File: src/rtl/transmissor_paridade_pkg.sv
// Shared definitions for the 5-bit + parity link: FSM states, frame sizes and the parity function.
// Rev 1.0
`default_nettype none

package pkg_paridade;

   localparam int FRAME_BITS = 8;
   localparam int DATA_BITS  = 5;

   typedef enum logic [2:0] {
      IDLE     = 3'd0,
      START    = 3'd1,
      DADOS    = 3'd2,
      PARIDADE = 3'd3,
      STOP     = 3'd4
   } estado_t;

   function automatic logic calc_paridade(input logic [DATA_BITS-1:0] dado, input logic odd);
      return (^dado) ^ odd;
   endfunction

endpackage

`default_nettype wire

File: src/rtl/transmissor_paridade_contador_baud.sv
// contador_baud: baud-period counter 0..CLKS_PER_BIT-1 with clear and terminal-count flags.
// Rev 1.0
`default_nettype none

module contador_baud #(
   parameter int CLKS_PER_BIT = 4
) (
   input  logic clk,
   input  logic rst_n,
   input  logic i_clr,
   input  logic i_en,
   output logic o_tc,
   output logic o_tc_next
);

   localparam int W = (CLKS_PER_BIT > 1) ? $clog2(CLKS_PER_BIT) : 1;
   localparam logic [W-1:0] C_LAST = W'(CLKS_PER_BIT - 1);

   logic [W-1:0] r_count;
   logic [W-1:0] w_count_next;

   always_comb begin
      w_count_next = r_count;
      if (i_clr) begin
         w_count_next = '0;
      end else if (i_en) begin
         if (r_count == C_LAST) begin
            w_count_next = '0;
         end else begin
            w_count_next = r_count + 1'b1;
         end
      end
   end

   always_ff @(posedge clk or negedge rst_n) begin
      if (!rst_n) begin
         r_count <= '0;
      end else begin
         r_count <= w_count_next;
      end
   end

   assign o_tc      = (r_count == C_LAST);
   // Lets the parent register a "last cycle of the bit" flag without a cycle of lag.
   assign o_tc_next = (w_count_next == C_LAST);

endmodule

`default_nettype wire

File: src/rtl/transmissor_paridade.sv
// transmissor_paridade: accepts a 5-bit word, appends parity and serialises start,b1..b5,bp,stop.
// Rev 1.0
`default_nettype none

module transmissor_paridade
   import pkg_paridade::*;
#(
   parameter int CLKS_PER_BIT = 4,
   parameter bit PARITY_ODD   = 1'b0
) (
   input  logic                 clk,
   input  logic                 rst_n,
   input  logic [DATA_BITS-1:0] dado,
   input  logic                 valid_in,
   output logic                 ready_out,
   output logic                 tx_serial,
   output logic                 tx_ativo,
   output logic                 quadro_fim,
   output logic                 paridade_out
);

   localparam logic [2:0] C_LAST_IDX = 3'(DATA_BITS - 1);

   estado_t              r_state;
   estado_t              w_next;
   logic [DATA_BITS-1:0] r_shift;
   logic [DATA_BITS-1:0] w_shift_next;
   logic [2:0]           r_idx;
   logic [2:0]           w_idx_next;
   logic                 r_bp;
   logic                 w_bp_next;
   logic                 w_tc;
   logic                 w_tc_next;
   logic                 w_tx_next;
   logic                 r_tx;
   logic                 r_ativo;
   logic                 r_fim;

   contador_baud #(
      .CLKS_PER_BIT (CLKS_PER_BIT)
   ) u_contador_baud (
      .clk       (clk),
      .rst_n     (rst_n),
      .i_clr     ((r_state == IDLE) || (w_next != r_state)),
      .i_en      (1'b1),
      .o_tc      (w_tc),
      .o_tc_next (w_tc_next)
   );

   always_comb begin
      w_next       = r_state;
      w_shift_next = r_shift;
      w_idx_next   = r_idx;
      w_bp_next    = r_bp;
      case (r_state)
         IDLE: begin
            if (valid_in) begin
               w_next       = START;
               w_shift_next = dado;
               w_bp_next    = calc_paridade(dado, PARITY_ODD);
               w_idx_next   = 3'd0;
            end
         end
         START: begin
            if (w_tc) w_next = DADOS;
         end
         DADOS: begin
            if (w_tc) begin
               if (r_idx == C_LAST_IDX) begin
                  w_next = PARIDADE;
               end else begin
                  w_idx_next   = r_idx + 3'd1;
                  w_shift_next = {r_shift[DATA_BITS-2:0], 1'b0};
               end
            end
         end
         PARIDADE: begin
            if (w_tc) w_next = STOP;
         end
         STOP: begin
            if (w_tc) begin
               w_next     = IDLE;
               w_idx_next = 3'd0;
            end
         end
         default: w_next = IDLE;
      endcase
   end

   // Line value is decided from the next state so the registered output lines up with it.
   always_comb begin
      w_tx_next = 1'b1;
      case (w_next)
         START:    w_tx_next = 1'b0;
         DADOS:    w_tx_next = w_shift_next[DATA_BITS-1];
         PARIDADE: w_tx_next = w_bp_next;
         default:  w_tx_next = 1'b1;
      endcase
   end

   always_ff @(posedge clk or negedge rst_n) begin
      if (!rst_n) begin
         r_state <= IDLE;
         r_shift <= '0;
         r_idx   <= 3'd0;
         r_bp    <= 1'b0;
         r_tx    <= 1'b1;
         r_ativo <= 1'b0;
         r_fim   <= 1'b0;
      end else begin
         r_state <= w_next;
         r_shift <= w_shift_next;
         r_idx   <= w_idx_next;
         r_bp    <= w_bp_next;
         r_tx    <= w_tx_next;
         r_ativo <= (w_next != IDLE);
         r_fim   <= (w_next == STOP) && w_tc_next;
      end
   end

   assign ready_out    = (r_state == IDLE);
   assign tx_serial    = r_tx;
   assign tx_ativo     = r_ativo;
   assign quadro_fim   = r_fim;
   assign paridade_out = r_bp;

endmodule

`default_nettype wire

File: config.mk
export PLATFORM = sky130hd
export DESIGN_NAME = transmissor_paridade
export DESIGN_NICKNAME = d
export VERILOG_FILES = /design/src/rtl/transmissor_paridade_pkg.sv /design/src/rtl/transmissor_paridade_contador_baud.sv /design/src/rtl/transmissor_paridade.sv
export SDC_FILE = /design/constraint.sdc
export NUM_CORES = 1
export LEC_CHECK = 0
export BUFFER_PORTS_ARGS = -buffer_cell sky130_fd_sc_hd__buf_2
export CORE_MARGIN = 2
export CORE_UTILIZATION = 40
export CTS_BUF_LIST = sky130_fd_sc_hd__clkbuf_2
export DETAILED_ROUTE_END_ITERATION = 8
export HOLD_SLACK_MARGIN = 0.02
export PLACE_DENSITY_LB_ADDON = 0.2
export SYNTH_ARGS = -nofsm -noshare
export SYNTH_HDL_FRONTEND = slang
export SYNTH_HIERARCHICAL = 1
export SYNTH_SLANG_ARGS = --single-unit
File: constraint.sdc
create_clock -name clk -period 2.2 [get_ports clk]
set_clock_uncertainty 0.1 [all_clocks]
set_input_delay 0.22 -clock clk [delete_from_list [all_inputs] [get_ports clk]]
set_output_delay 0.22 -clock clk [all_outputs]
set_load 0.01 [all_outputs]
# --- Yosys cells after proc, flatten, opt, wreduce, memory -nomap -nowiden ---
# Index checks and enable logic that the tools add are counted.
op_classes:
  n_reduce_logical: 9
  addsub: 2
  n_eq_ne: 16
  mux: 21
op_table:
  columns: ["op", "count"]
  rows:
  - ["3-bit 2-to-1 mux", 10]
  - ["5-bit 2-to-1 mux", 3]
  - ["3-bit case mux with 5 select lines", 1]
  - ["3-bit by 2-bit equality test with 1-bit output (second input constant)", 4]
  - ["5-bit case mux with 2 select lines", 1]
  - ["3-bit equality test (second input constant)", 3]
  - ["3-bit case mux with 3 select lines", 1]
  - ["3-bit by 1-bit equality test with 1-bit output (second input constant)", 2]
  - ["3-bit nonzero test", 2]
  - ["5-bit AND reduction", 1]
  - ["5-bit parity", 1]
  - ["2-bit equality test (second input constant)", 2]
  - ["2-bit 2-to-1 mux", 2]
  - ["2-bit by 1-bit != test with 1-bit output (second input constant)", 2]
  - ["2-bit != test (second input constant)", 2]
  - ["4-bit AND reduction", 1]
  - ["3-bit by 1-bit adder with 3-bit output (second input constant)", 1]
  - ["3-bit zero test", 1]
  - ["3-bit != test", 1]
  - ["1-bit case mux with 3 select lines", 1]
  - ["2-bit by 1-bit adder with 2-bit output (second input constant)", 1]
  - ["1-bit 2-to-1 mux", 2]
  - ["2-bit nonzero test", 1]
  - ["1-bit logical AND", 1]
  - ["1-bit logical OR", 1]
totals:
  register_bits: 17
  in_bits: 8
  output_inout_bits: 5

# --- Logic depth before layout (Yosys ltp) ---
# Gate-level depths: netlist of the first run.
logic_depth:
  ltp_word: 9
  depth_mapped: 8
  depth_no_buf: 8

# --- Cells and area by module ---
# The synthesis of the first run kept the hierarchy.
by_module_without_submodules:
  columns: ["mod", "instances", "area_each_um2", "cells_each", "seq_area_each_um2"]
  rows:
  - ["transmissor_paridade", 1, 868.3, 84, 376.6]
  - ["contador_baud", 1, 123.9, 11, 50.0]

# --- Least setup slack after synthesis of the first run ---
# Ideal clock, no wire load.
synth_timing:
  path_type: "register to register"
  from: "register r_idx[0]"
  to: "register r_ativo, in the netlist tx_ativo"
  path_stages_with_launch: 8
  t_arrival_ps: 1564
  path_slack_ps: 405
  required_ps: 1969
  cell_sequence: "dfrtp_1 > inv_1 > ha_1 > and2_0 > a311oi_1 > or3_1 > inv_1 > or3_1"
synth_via:
  elab_chain_cells: 5
synth_rtl:
  columns: ["element", "line_no", "source"]
  rows:
  - ["from (decl)", "transmissor_paridade.sv:28", "logic [2:0] r_idx;"]
  - ["from (signal assigned)", "transmissor_paridade.sv:113", "r_idx <= w_idx_next;"]
  - ["3-bit equality test", "transmissor_paridade.sv:69", "if (r_idx == C_LAST_IDX) begin"]
  - ["3-bit 2-to-1 mux", "transmissor_paridade.sv:69", null]
  - ["3-bit 2-to-1 mux", "transmissor_paridade.sv:68", "if (w_tc) begin"]
  - ["3-bit case mux with 5 select lines", "transmissor_paridade.sv:55", "case (r_state)"]
  - ["net w_next[0]", "transmissor_paridade.sv:25", "estado_t w_next;"]
  - ["3-bit nonzero test", "transmissor_paridade.sv:116", "r_ativo <= (w_next != IDLE);"]
  - ["to (signal assigned)", "transmissor_paridade.sv:116", null]
  - ["to (decl)", "transmissor_paridade.sv:36", "logic r_ativo;"]
# The timed path passes the listed nets, and every way through them passes these cells.
# A chain may end at the register's enable or synchronous reset.

# --- Worst setup path after layout of the first run ---
# Ends and elaborated chain as after synthesis.

==> run summary, run 1 <==
Sink Count: 17
outcome: completed
hold violation count in the final report: 0
Synth Register Bits: 17
YS warnings: 6
GRT Overall Usage: 0.157
core area: 0.00241 mm2
sequential area share after synthesis: 0.430
Die ar.: 0.00289 mm2
fraction of registers with async set/reset: 1.00
dpl cells: 139
critical path cell sequence: inv_1 -> ha_1 -> and2_0 -> a311oi_1 -> or3_1 -> inv_1 -> or3_1
Die Span Y: 53.8 um
CTS Buf Count: 3
RSZ-0062 raised after global routing: false
number of global-route vias before repair: 720
H-tree levels: 1
Final Util: 0.469
drt drc: 0
Max Slew Vio Count: 0
nets@finish: 126
Worst Path Arrival: 2050 ps
die width: 53.8 um
CTS Root Cell: clkbuf_2
routability cong.: 0.669
most common cell after layout, fill and taps aside: dfrtp_1
critical path type: flop to flop
Post-synth EDFFs: 0
power density cells: 1050 mW/mm2
pin count of the biggest net entering global routing: 18
setup_tns: 0 ps
per-cell routed wire length: 12.6 um
clk_lat worst skew: 290 ps
vias post-DR: 740
Hold Crit Class: input port to flop
Longest Clk Path Bufs: 2
clock slew at reported path FFs: 160 ps
CP Buf/Inv Count: 2
CP Launch Type: flop
area of the multi-input gates: 549 um2
CTS resizes: 0
Detail Route Antenna Nets: 0
data required time of the worst path: 2290 ps
FF+latch area: 427 um2
slack of the critical path: 242 ps
Synth cell types: 39
synthesized cell area: 992 um2
Fillers: 235
Synth Instances: 95
Starting Density: 0.412
port bufs: 12
ratio of cells with drive above 1 in the final layout: 0.228
Lkg Pwr: 0.525 nW
Final period util: 0.890
initial antenna violation count: 0
syn_area_per_cell: 10.4 um2
Max FO, Critical Path: 5
Max Cap Viol: 0
final worst path period need: 1960 ps
detailed placement HPWL: 1370 um
ant diodes: 0
main flop type after synthesis: dfrtp_1
DRT iter0 DRCs: 6
standard-cell rows: 18
CP Capture Type: flop
post-place setup slack: 256 ps
peak supply drop: 0.718 mV
slowest CP cell: dfrtp_1
DR vias/cell: 5.14
first-pass GRT wire length: 3300 um
fmax: 511 MHz
non-filler cells, final: 144
Ports: 13
CP delay by family, top: simple AND/OR/NAND/NOR gates
slowest stage delay, CP: 400 ps
Setup-failing EPs final: 0
DRT Pass-1 Iters: 4
Routed WL: 1810 um
most frequent cells in the layout: 16 x dfrtp_1, 12 x buf_2, 10 x nor2_1
CTS tree: yes
Area Growth Syn to Fin: 13.9%
GRT Residual Overflow: 0
[final cells by class]
cell class                 count  share of cell area
inverter                       3             0.00997
multi-input combinational     75               0.486
tap                           30              0.0332
sequential                    17               0.378
clock buffer                   3              0.0133
clock inverter                 1             0.00443
timing repair buffer          15              0.0753
[report_power, final]
part / switching [mW] / total [mW] / internal, mW
Clock: 0.0959 / 0.137 / 0.0412
Sequential: 0.136 / 0.563 / 0.427
Combinational: 0.239 / 0.484 / 0.245
Total: 0.471 / 1.18 / 0.713
[per-stage QoR]
step	hold slack [ps]	total power, mW	instance area, um2
finish	53.4	1.18	1130
CTS	32.5	1.21	1130
floorplan	-176	0.926	1010
detailed placement	62.9	1.06	1100
global route	53.5	1.30	1130
global placement	69.3	1.03	1100
[path summary, 6_finish.rpt]
check | from | to | slack (ps) | cells past startpoint
setup / recovery | r_idx[0]$_DFFE_PN0P_ | tx_ativo$_DFF_PN0_ | 240 | 7
hold / removal | dado[0] | r_shift[0]$_DFFE_PN0P_ | 50 | 3
setup reg to reg | r_idx[0]$_DFFE_PN0P_ | tx_ativo$_DFF_PN0_ | 240 | 7
hold reg to reg | r_shift[1]$_DFFE_PN0P_ | r_shift[1]$_DFFE_PN0P_ | 410 | 1
max in group asynchronous | rst_n | tx_serial$_DFF_PN1_ | 1440 | 2
min in group asynchronous | rst_n | r_idx[2]$_DFFE_PN0P_ | 250 | 2
[synthesized netlist by cell type (all sizes together) (2+ instances only)]
cell / number / area (um2)
a21o: 3 / 22.5
dfrtp: 16 / 400
buf: 3 / 15.0
nor2: 10 / 37.5
nand2b: 4 / 25.0
nor3: 2 / 10.0
ha: 3 / 37.5
a21oi: 5 / 28.8
or3: 2 / 12.5
mux2i: 3 / 30.0
inv: 3 / 11.3
xnor2: 5 / 43.8
and2: 3 / 18.8
nand2: 2 / 10.0
a311oi: 2 / 17.5
mux2: 2 / 22.5
nand3b: 2 / 15.0
a22o: 4 / 35.0
o21ai: 2 / 10.0
nor2b: 3 / 18.8
[sequential cells by signal, summed over array words and instances (netlist names)]
name                     cells
r_state                      3
u_contador_baud/r_count      2
tx_ativo                     1
r_shift                      5
tx_serial                    1
r_idx                        3
quadro_fim                   1
paridade_out                 1
[worst min-delay path, cell delays in order]
cell and delay [ps]:
buf_2 100, nand2_1 40, o21ai_0 60
[timing repair]
action | in CTS | in global routing
setup buffers | 0 | 0
hold buffers | 1 | 0
hold endpoints to repair | 17 | 0
[routing by layer]
metal  wire length (um)  track usage  vias to the layer above  share of wire
met4                  0       0.0256                        0              0
met1                886        0.227                      356           0.49
met2                860        0.230                        9           0.47
met3                 64       0.0500                        0          0.035
li1                   -            -                      375              -
met5                  0            0                        -              0
[logic make-up after synthesis]
family,count (synthesis),share of synthesized area
other cells,1,0.00378
flops,17,0.430
simple gates,36,0.242
compound gates,21,0.158
mux,5,0.0530
xor+xnor,5,0.0441
fa+ha+maj,3,0.0378
buf+inv,7,0.0315
Note: power is estimated with default switching activity, not from simulation.
==> run 2: changes to the inputs <==
--- a/config.mk
+++ b/config.mk
@@ -14,5 +14,4 @@
 export PLACE_DENSITY_LB_ADDON = 0.2
 export SYNTH_ARGS = -nofsm -noshare
 export SYNTH_HDL_FRONTEND = slang
-export SYNTH_HIERARCHICAL = 1
 export SYNTH_SLANG_ARGS = --single-unit
==> run 2 against run 1 <==
Routed wire length down 9.3%; first-iteration DRC count increased by 83%; sequential share of layout area is 4.0 points higher; hold slack got worse by 3.1 ps; synthesized cell count fell by 7.4%; clock power up 5%; fmax is 1.2% higher; non-clock buffer count decreased by 1; utilization down 0.67 points; area after synthesis fell by 6.4%; die area shrank 6.0%; highest routed layer is now met4.
==> run summary, run 2 <==
synth cell count leaders: 16 x dfrtp_1, 9 x nand2_1, 6 x inv_1
top-count cell post-synth: dfrtp_1
RSZ-0062 raised after global routing: false
Routed WL: 1640 um (-9.3%)
most common cell after layout, fill and taps aside: dfrtp_1
DRT iter0 DRCs: 11 (+5)
post-synth top area cell: dfrtp_1
Die ar.: 0.00272 mm2 (-6.0%)
CTS resizes: 0 (unchanged)
nets@finish: 113 (-10%)
slack of the critical path: 265 ps (+22.4 ps)
CTS Buf Count: 3 (unchanged)
Max FO, Critical Path: 10 (+5)
Detail Route Antenna Nets: 0 (unchanged)
pin count of the biggest net entering global routing: 18 (unchanged)
ant diodes: 0 (unchanged)
slowest CP cell: dfrtp_1
CP Capture Type: flop
fraction of registers with async set/reset: 1.00 (unchanged)
standard-cell rows: 17 (-1)
number of global-route vias before repair: 676 (-6.1%)
CTS Root Cell: clkbuf_2
Synth Register Bits: 17 (unchanged)
final worst path period need: 1940 ps (-22.4 ps)
slowest stage delay, CP: 410 ps (about the same)
Synth Instances: 88 (-7.4%)
Setup-failing EPs final: 0 (unchanged)
worst slew pin tran: 386 ps
vias post-DR: 639 (-14%)
clock slew at reported path FFs: 170 ps (about the same)
cts hold-fix bufs: 1 (unchanged)
ratio of cells with drive above 1 in the final layout: 0.228 (-0.000347)
drt drc: 0 (unchanged)
main flop type after synthesis: dfrtp_1
H-tree levels: 1 (unchanged)
GRT Overall Usage: 0.146 (-0.0102)
CP Launch Type: flop
CP Buf/Inv Count: 0 (-2)
CTS tree: yes
die width: 52.2 um (-3.0%)
Final period util: 0.880 (-0.0102)
switching part of the total: 0.381 (-0.0161)
largest registers: r_shift (5), r_idx (3), r_state (3)
Post-synth EDFFs: 0 (unchanged)
peak supply drop: 0.628 mV (-13%)
CP delay by family, top: compound AO/OA/AOI/OAI gates
Net Switching: 0.444 mW (-5.6%)
Ports: 13 (unchanged)
Die Span Y: 52.2 um (-3.0%)
fmax: 517 MHz (+1.2%)
Post CTS Setup Buffer Count: 0 (unchanged)
port bufs: 12 (unchanged)
YS warnings: 0 (-6)
core area: 0.00221 mm2 (-8.2%)
clk_lat worst skew: 300 ps (about the same)
sequential area share after synthesis: 0.460 (+0.0296)
Largest register FFs: 5 (unchanged)
hold violation count in the final report: 0 (unchanged)
net count after synthesis: 99
routability cong.: 0.713 (+6.5%)
Lkg Pwr: 0.491 nW (-6.5%)
data required time of the worst path: 2330 ps (+40 ps)
Max Cap Viol: 0 (unchanged)
Top reg by flops: r_shift
Worst Path Arrival: 2070 ps (+20 ps)
Hold Slack: 50.2 ps (-3.13 ps)
GRT Residual Overflow: 0 (unchanged)
Fillers: 226 (-3.8%)
Starting Density: 0.420 (+0.00795)
per-cell routed wire length: 12.7 um (+1.2%)
critical path cell sequence: ha_1 -> and3b_1 -> and2_4 -> a221o_1 -> o31a_1
Sink Count: 17 (unchanged)
share of the synthesized area in the top cell type: 0.431 (+0.0277)
most frequent cells in the layout: 16 x dfrtp_1, 12 x buf_2, 9 x nand2_1
Relative slew margins: 0.742
Area Growth Syn to Fin: 10.1%
clock share of power: 0.124 (+0.008)
syn_area_per_cell: 10.5 um2 (+1.0%)
synthesized cell area: 928 um2 (-6.4%)
Synth cell types: 38 (-2.6%)
P_int: 0.721 mW (+1.1%)
post-place setup slack: 280 ps (+24.0 ps)
DR vias/cell: 4.95 (-3.6%)
initial antenna violation count: 0 (unchanged)
outcome: completed
Max Slew Vio Count: 0 (unchanged)
Gate power share: 0.406 (-0.003)
critical path type: flop to flop
detailed placement HPWL: 1190 um (-13%)
setup_tns: 0 ps (unchanged)
top post-synthesis cells by area: dfrtp_1 43%, ha_1 4.0%, xnor2_1 3.8%
first-pass GRT wire length: 2900 um (-12%)
DRT Pass-1 Iters: 4 (unchanged)
Flop pwr share: 0.470 (-0.005)
Hold Crit Class: input port to flop
Longest Clk Path Bufs: 2 (unchanged)
power density cells: 1140 mW/mm2 (+8.8%)
## run 2: kinds of logic (layout without fill, tap and decap cells)
| kind of cell | after synthesis | after routing | share of synthesized area |
|---|---|---|---|
| adder cells (fa/ha/maj) | 3 | 3 | 0.0404 |
| multiplexers | 4 | 4 | 0.0458 |
| AND/OR/NAND/NOR | 29 | 29 | 0.194 |
| AO/OA/AOI/OAI | 20 | 20 | 0.156 |
| buffers and inverters | 11 | 24 | 0.0660 |
| flip-flops | 17 | 17 | 0.460 |
| XOR/XNOR | 4 | 4 | 0.0377 |
## run 2: tightest hold or removal path, cell delays in order
cell	delay, ps
buf_2	110
nand2_1	50
o21ai_1	50
## run 2: final timing paths
| path | start | endpoint | slack (ps) | depth (start not counted) |
|---|---|---|---|---|
| min in group asynchronous | rst_n | r_idx[2]$_DFFE_PN0P_ | 240 | 2 |
| worst min-delay path | dado[0] | r_shift[0]$_DFFE_PN0P_ | 50 | 3 |
| worst min register to register | r_shift[3]$_DFFE_PN0P_ | r_shift[3]$_DFFE_PN0P_ | 400 | 2 |
| max in group asynchronous | rst_n | tx_serial$_DFF_PN1_ | 1420 | 2 |
| worst max register to register | u_contador_baud.r_count[0]$_DFF_PN0_ | tx_serial$_DFF_PN1_ | 260 | 5 |
| worst max-delay path | u_contador_baud.r_count[0]$_DFF_PN0_ | tx_serial$_DFF_PN1_ | 260 | 5 |
## run 2: area by class of cell
cell class              count  area, um2  share of cell area
multi-input cells          60        440               0.431
flip-flops and latches     17        427               0.417
repair buffers             14       77.6              0.0759
well taps                  28       35.0              0.0343
inverters                   6       22.5              0.0220
clock buffers               4       20.0              0.0196
## run 2: power by group through the flow
stage	clock [mW]	sequential, mW	combinational, mW
finish	0.144	0.548	0.473
global route	0.165	0.567	0.546
CTS	0.152	0.550	0.482
detailed placement	0	0.556	0.479
global placement	0	0.552	0.474
floorplan	0	0.511	0.414
## run 2: stage by stage
stage | util | cell area (um2) | total power [mW] | std cells
CTS | 0.462 | 1020 | 1.18 | 129
global placement | 0.449 | 992 | 1.03 | 124
global route | 0.462 | 1020 | 1.28 | 129
floorplan | - | 928 | 0.924 | 88
finish | 0.462 | 1020 | 1.17 | 129
detailed placement | 0.449 | 992 | 1.04 | 124
## run 2: layer usage
layer,global-route usage,wire [um],up-vias
li1,-,-,334
met4,0.0385,8,0
met3,0.0514,57,2
met2,0.245,833,10
met5,0,0,-
met1,0.179,743,293
==> run 3: changes to the inputs <==
--- a/config.mk
+++ b/config.mk
@@ -5,11 +5,11 @@
 export SDC_FILE = /design/constraint.sdc
 export NUM_CORES = 1
 export LEC_CHECK = 0
-export BUFFER_PORTS_ARGS = -buffer_cell sky130_fd_sc_hd__buf_2
 export CORE_MARGIN = 2
 export CORE_UTILIZATION = 40
 export CTS_BUF_LIST = sky130_fd_sc_hd__clkbuf_2
 export DETAILED_ROUTE_END_ITERATION = 8
+export DONT_BUFFER_PORTS = 1
 export HOLD_SLACK_MARGIN = 0.02
 export PLACE_DENSITY_LB_ADDON = 0.2
 export SYNTH_ARGS = -nofsm -noshare
==> run 3 against run 2 <==
Critical path depth did not move; via count rose by 0.31%; utilization fell by 0.91 points; setup slack improved by 24 ps; hold slack improved by 16 ps; combinational power fell by 9.3%; count of clock-buffer cells in the layout fell by 1; die area did not move; sequential share of layout area rose by 0.83 points; critical path type unchanged; critical endpoint unchanged; largest power group unchanged; highest routed layer unchanged.
==> run summary, run 3 (synthesis results as in run 2) <==
standard-cell rows: 17 (unchanged)
detailed placement HPWL: 1200 um (+0.27%)
core area: 0.00221 mm2 (unchanged)
Largest register FFs: 5 (unchanged)
CTS tree: yes
Longest Clk Path Bufs: 2 (unchanged)
power density cells: 1130 mW/mm2 (-0.64%)
Relative slew margins: 0.463 (-0.279)
most frequent cells in the layout: 16 x dfrtp_1, 9 x nand2_1, 6 x inv_1
peak supply drop: 0.459 mV (-27%)
Starting Density: 0.420 (unchanged)
reg2reg setup slack: 290 ps (+20 ps)
setup_tns: 0 ps (unchanged)
CP delay by family, top: compound AO/OA/AOI/OAI gates
Post-Layout Inst Area: 0.00100 mm2 (-2.0%)
critical path type: flop to flop
Setup-failing EPs final: 0 (unchanged)
fmax: 523 MHz (+1.3%)
Final period util: 0.869 (-0.0109)
critical path cell sequence: ha_1 -> and3b_1 -> and2_4 -> a221o_1 -> o31a_1
clock slew at reported path FFs: 170 ps (about the same)
Sink Count: 17 (unchanged)
CP Launch Type: flop
RSZ-0062 raised after global routing: false
first-pass GRT wire length: 2850 um (-1.7%)
most common cell after layout, fill and taps aside: dfrtp_1
drt drc: 0 (unchanged)
Ports: 13 (unchanged)
ratio of cells with drive above 1 in the final layout: 0.118 (-0.109)
outcome: completed
Die Span Y: 52.2 um (unchanged)
Die ar.: 0.00272 mm2 (unchanged)
largest registers: r_shift (5), r_idx (3), r_state (3)
DRT Pass-1 Iters: 3 (-1)
post-place setup slack: 294 ps (+14.8 ps)
worst slew pin tran: 803 ps (+416 ps)
slowest stage delay, CP: 410 ps (about the same)
clk_lat worst skew: 290 ps (about the same)
CTS resizes: 0 (unchanged)
H-tree levels: 1 (unchanged)
Final Util: 0.453 (-0.00905)
hold violation count in the final report: 0 (unchanged)
number of global-route vias before repair: 634 (-6.2%)
DR vias/cell: 5.30 (+6.9%)
per-cell routed wire length: 13.6 um (+6.7%)
Max Slew Vio Count: 0 (unchanged)
slack of the critical path: 289 ps (+24.1 ps)
nets@finish: 105 (-7.1%)
slowest CP cell: dfrtp_1
Max FO, Critical Path: 10 (unchanged)
Detail Route Antenna Nets: 0 (unchanged)
port bufs: 0 (-12)
Lkg Pwr: 0.458 nW (-6.7%)
GRT Residual Overflow: 0 (unchanged)
data required time of the worst path: 2340 ps (about the same)
routability cong.: 0.693 (-2.8%)
final worst path period need: 1910 ps (-24.1 ps)
CP Buf/Inv Count: 0 (unchanged)
pin count of the biggest net entering global routing: 18 (unchanged)
Worst Path Arrival: 2050 ps (-20 ps)
GRT Overall Usage: 0.143 (-0.00355)
Area Growth Syn to Fin: 7.95%
Routed WL: 1640 um (+0.12%)
CTS Buf Count: 3 (unchanged)
die width: 52.2 um (unchanged)
placed standard-cell area: 932 um2 (-6.1%)
CTS Root Cell: clkbuf_2
Max Cap Viol: 0 (unchanged)
ant diodes: 0 (unchanged)
initial antenna violation count: 0 (unchanged)
DRT iter0 DRCs: 16 (+5)
vias post-DR: 641 (+0.31%)
Hold Crit Class: input port to flop
CP Capture Type: flop
Top reg by flops: r_shift
[run 3: changes by cell type in the layout (fill, tap and decap cells not counted)]
cell / previous run / this run
clkinv_2: 0 / 1
clkbuf_2: 4 / 3
dlygate4sd3_1: 1 / 5
buf_2: 12 / 0
[run 3: final cells by class]
class,count,area (um2)
inverters,6,22.5
repair buffers,6,57.6
well taps,28,35.0
fillers,222,1210
multi-input cells,60,440
flip-flops and latches,17,427
clock buffers,3,15.0
clock inverters,1,5.00
[run 3: final timing paths]
path,startpoint,end,cells past startpoint
setup / recovery,u_contador_baud.r_count[0]$_DFF_PN0_,tx_serial$_DFF_PN1_,5
hold / removal,dado[3],paridade_out$_DFF_PN0_,2
setup reg to reg,u_contador_baud.r_count[0]$_DFF_PN0_,tx_serial$_DFF_PN1_,5
hold reg to reg,r_shift[1]$_DFFE_PN0P_,r_shift[1]$_DFFE_PN0P_,2
max in group asynchronous,rst_n,r_idx[0]$_DFFE_PN0P_,1
min in group asynchronous,rst_n,paridade_out$_DFF_PN0_,1
[run 3: power by group]
part           leakage, nW  internal (mW)  switching (mW)  total [mW]
Combinational        0.230          0.214           0.215       0.429
Clock               0.0164         0.0412          0.0979       0.139
Sequential           0.212          0.438           0.129       0.567
Total                0.458          0.693           0.442        1.13
[run 3: layer usage]
| metal | track usage | wire length (um) |
|---|---|---|
| met1 | 0.185 | 759 |
| met2 | 0.236 | 817 |
| met3 | 0.0371 | 59 |
| met4 | 0.0385 | 8 |
| met5 | 0 | 0 |
[run 3: worst register-to-register path, cell delays in order, from the launching register on]
cell     delay (ps)
dfrtp_1         410
ha_1            310
and3b_1         270
and2_4          180
a221o_1         360
o31a_1          240
[run 3: timing repair]
item                      in CTS  in global routing
buffers inserted               0                  0
hold endpoints to repair      21                  0
hold buffers                   5                  0
[run 3: metrics by stage]
| stage | hold WS (ps) | power [mW] | instances |
|---|---|---|---|
| after floorplan | -176 | 0.924 | 88 |
| final | 66.5 | 1.13 | 121 |
| after CTS | 52.8 | 1.15 | 121 |
| after global routing | 56.7 | 1.25 | 121 |
| after detailed placement | -175 | 0.996 | 112 |
| after global placement | -175 | 0.986 | 112 |
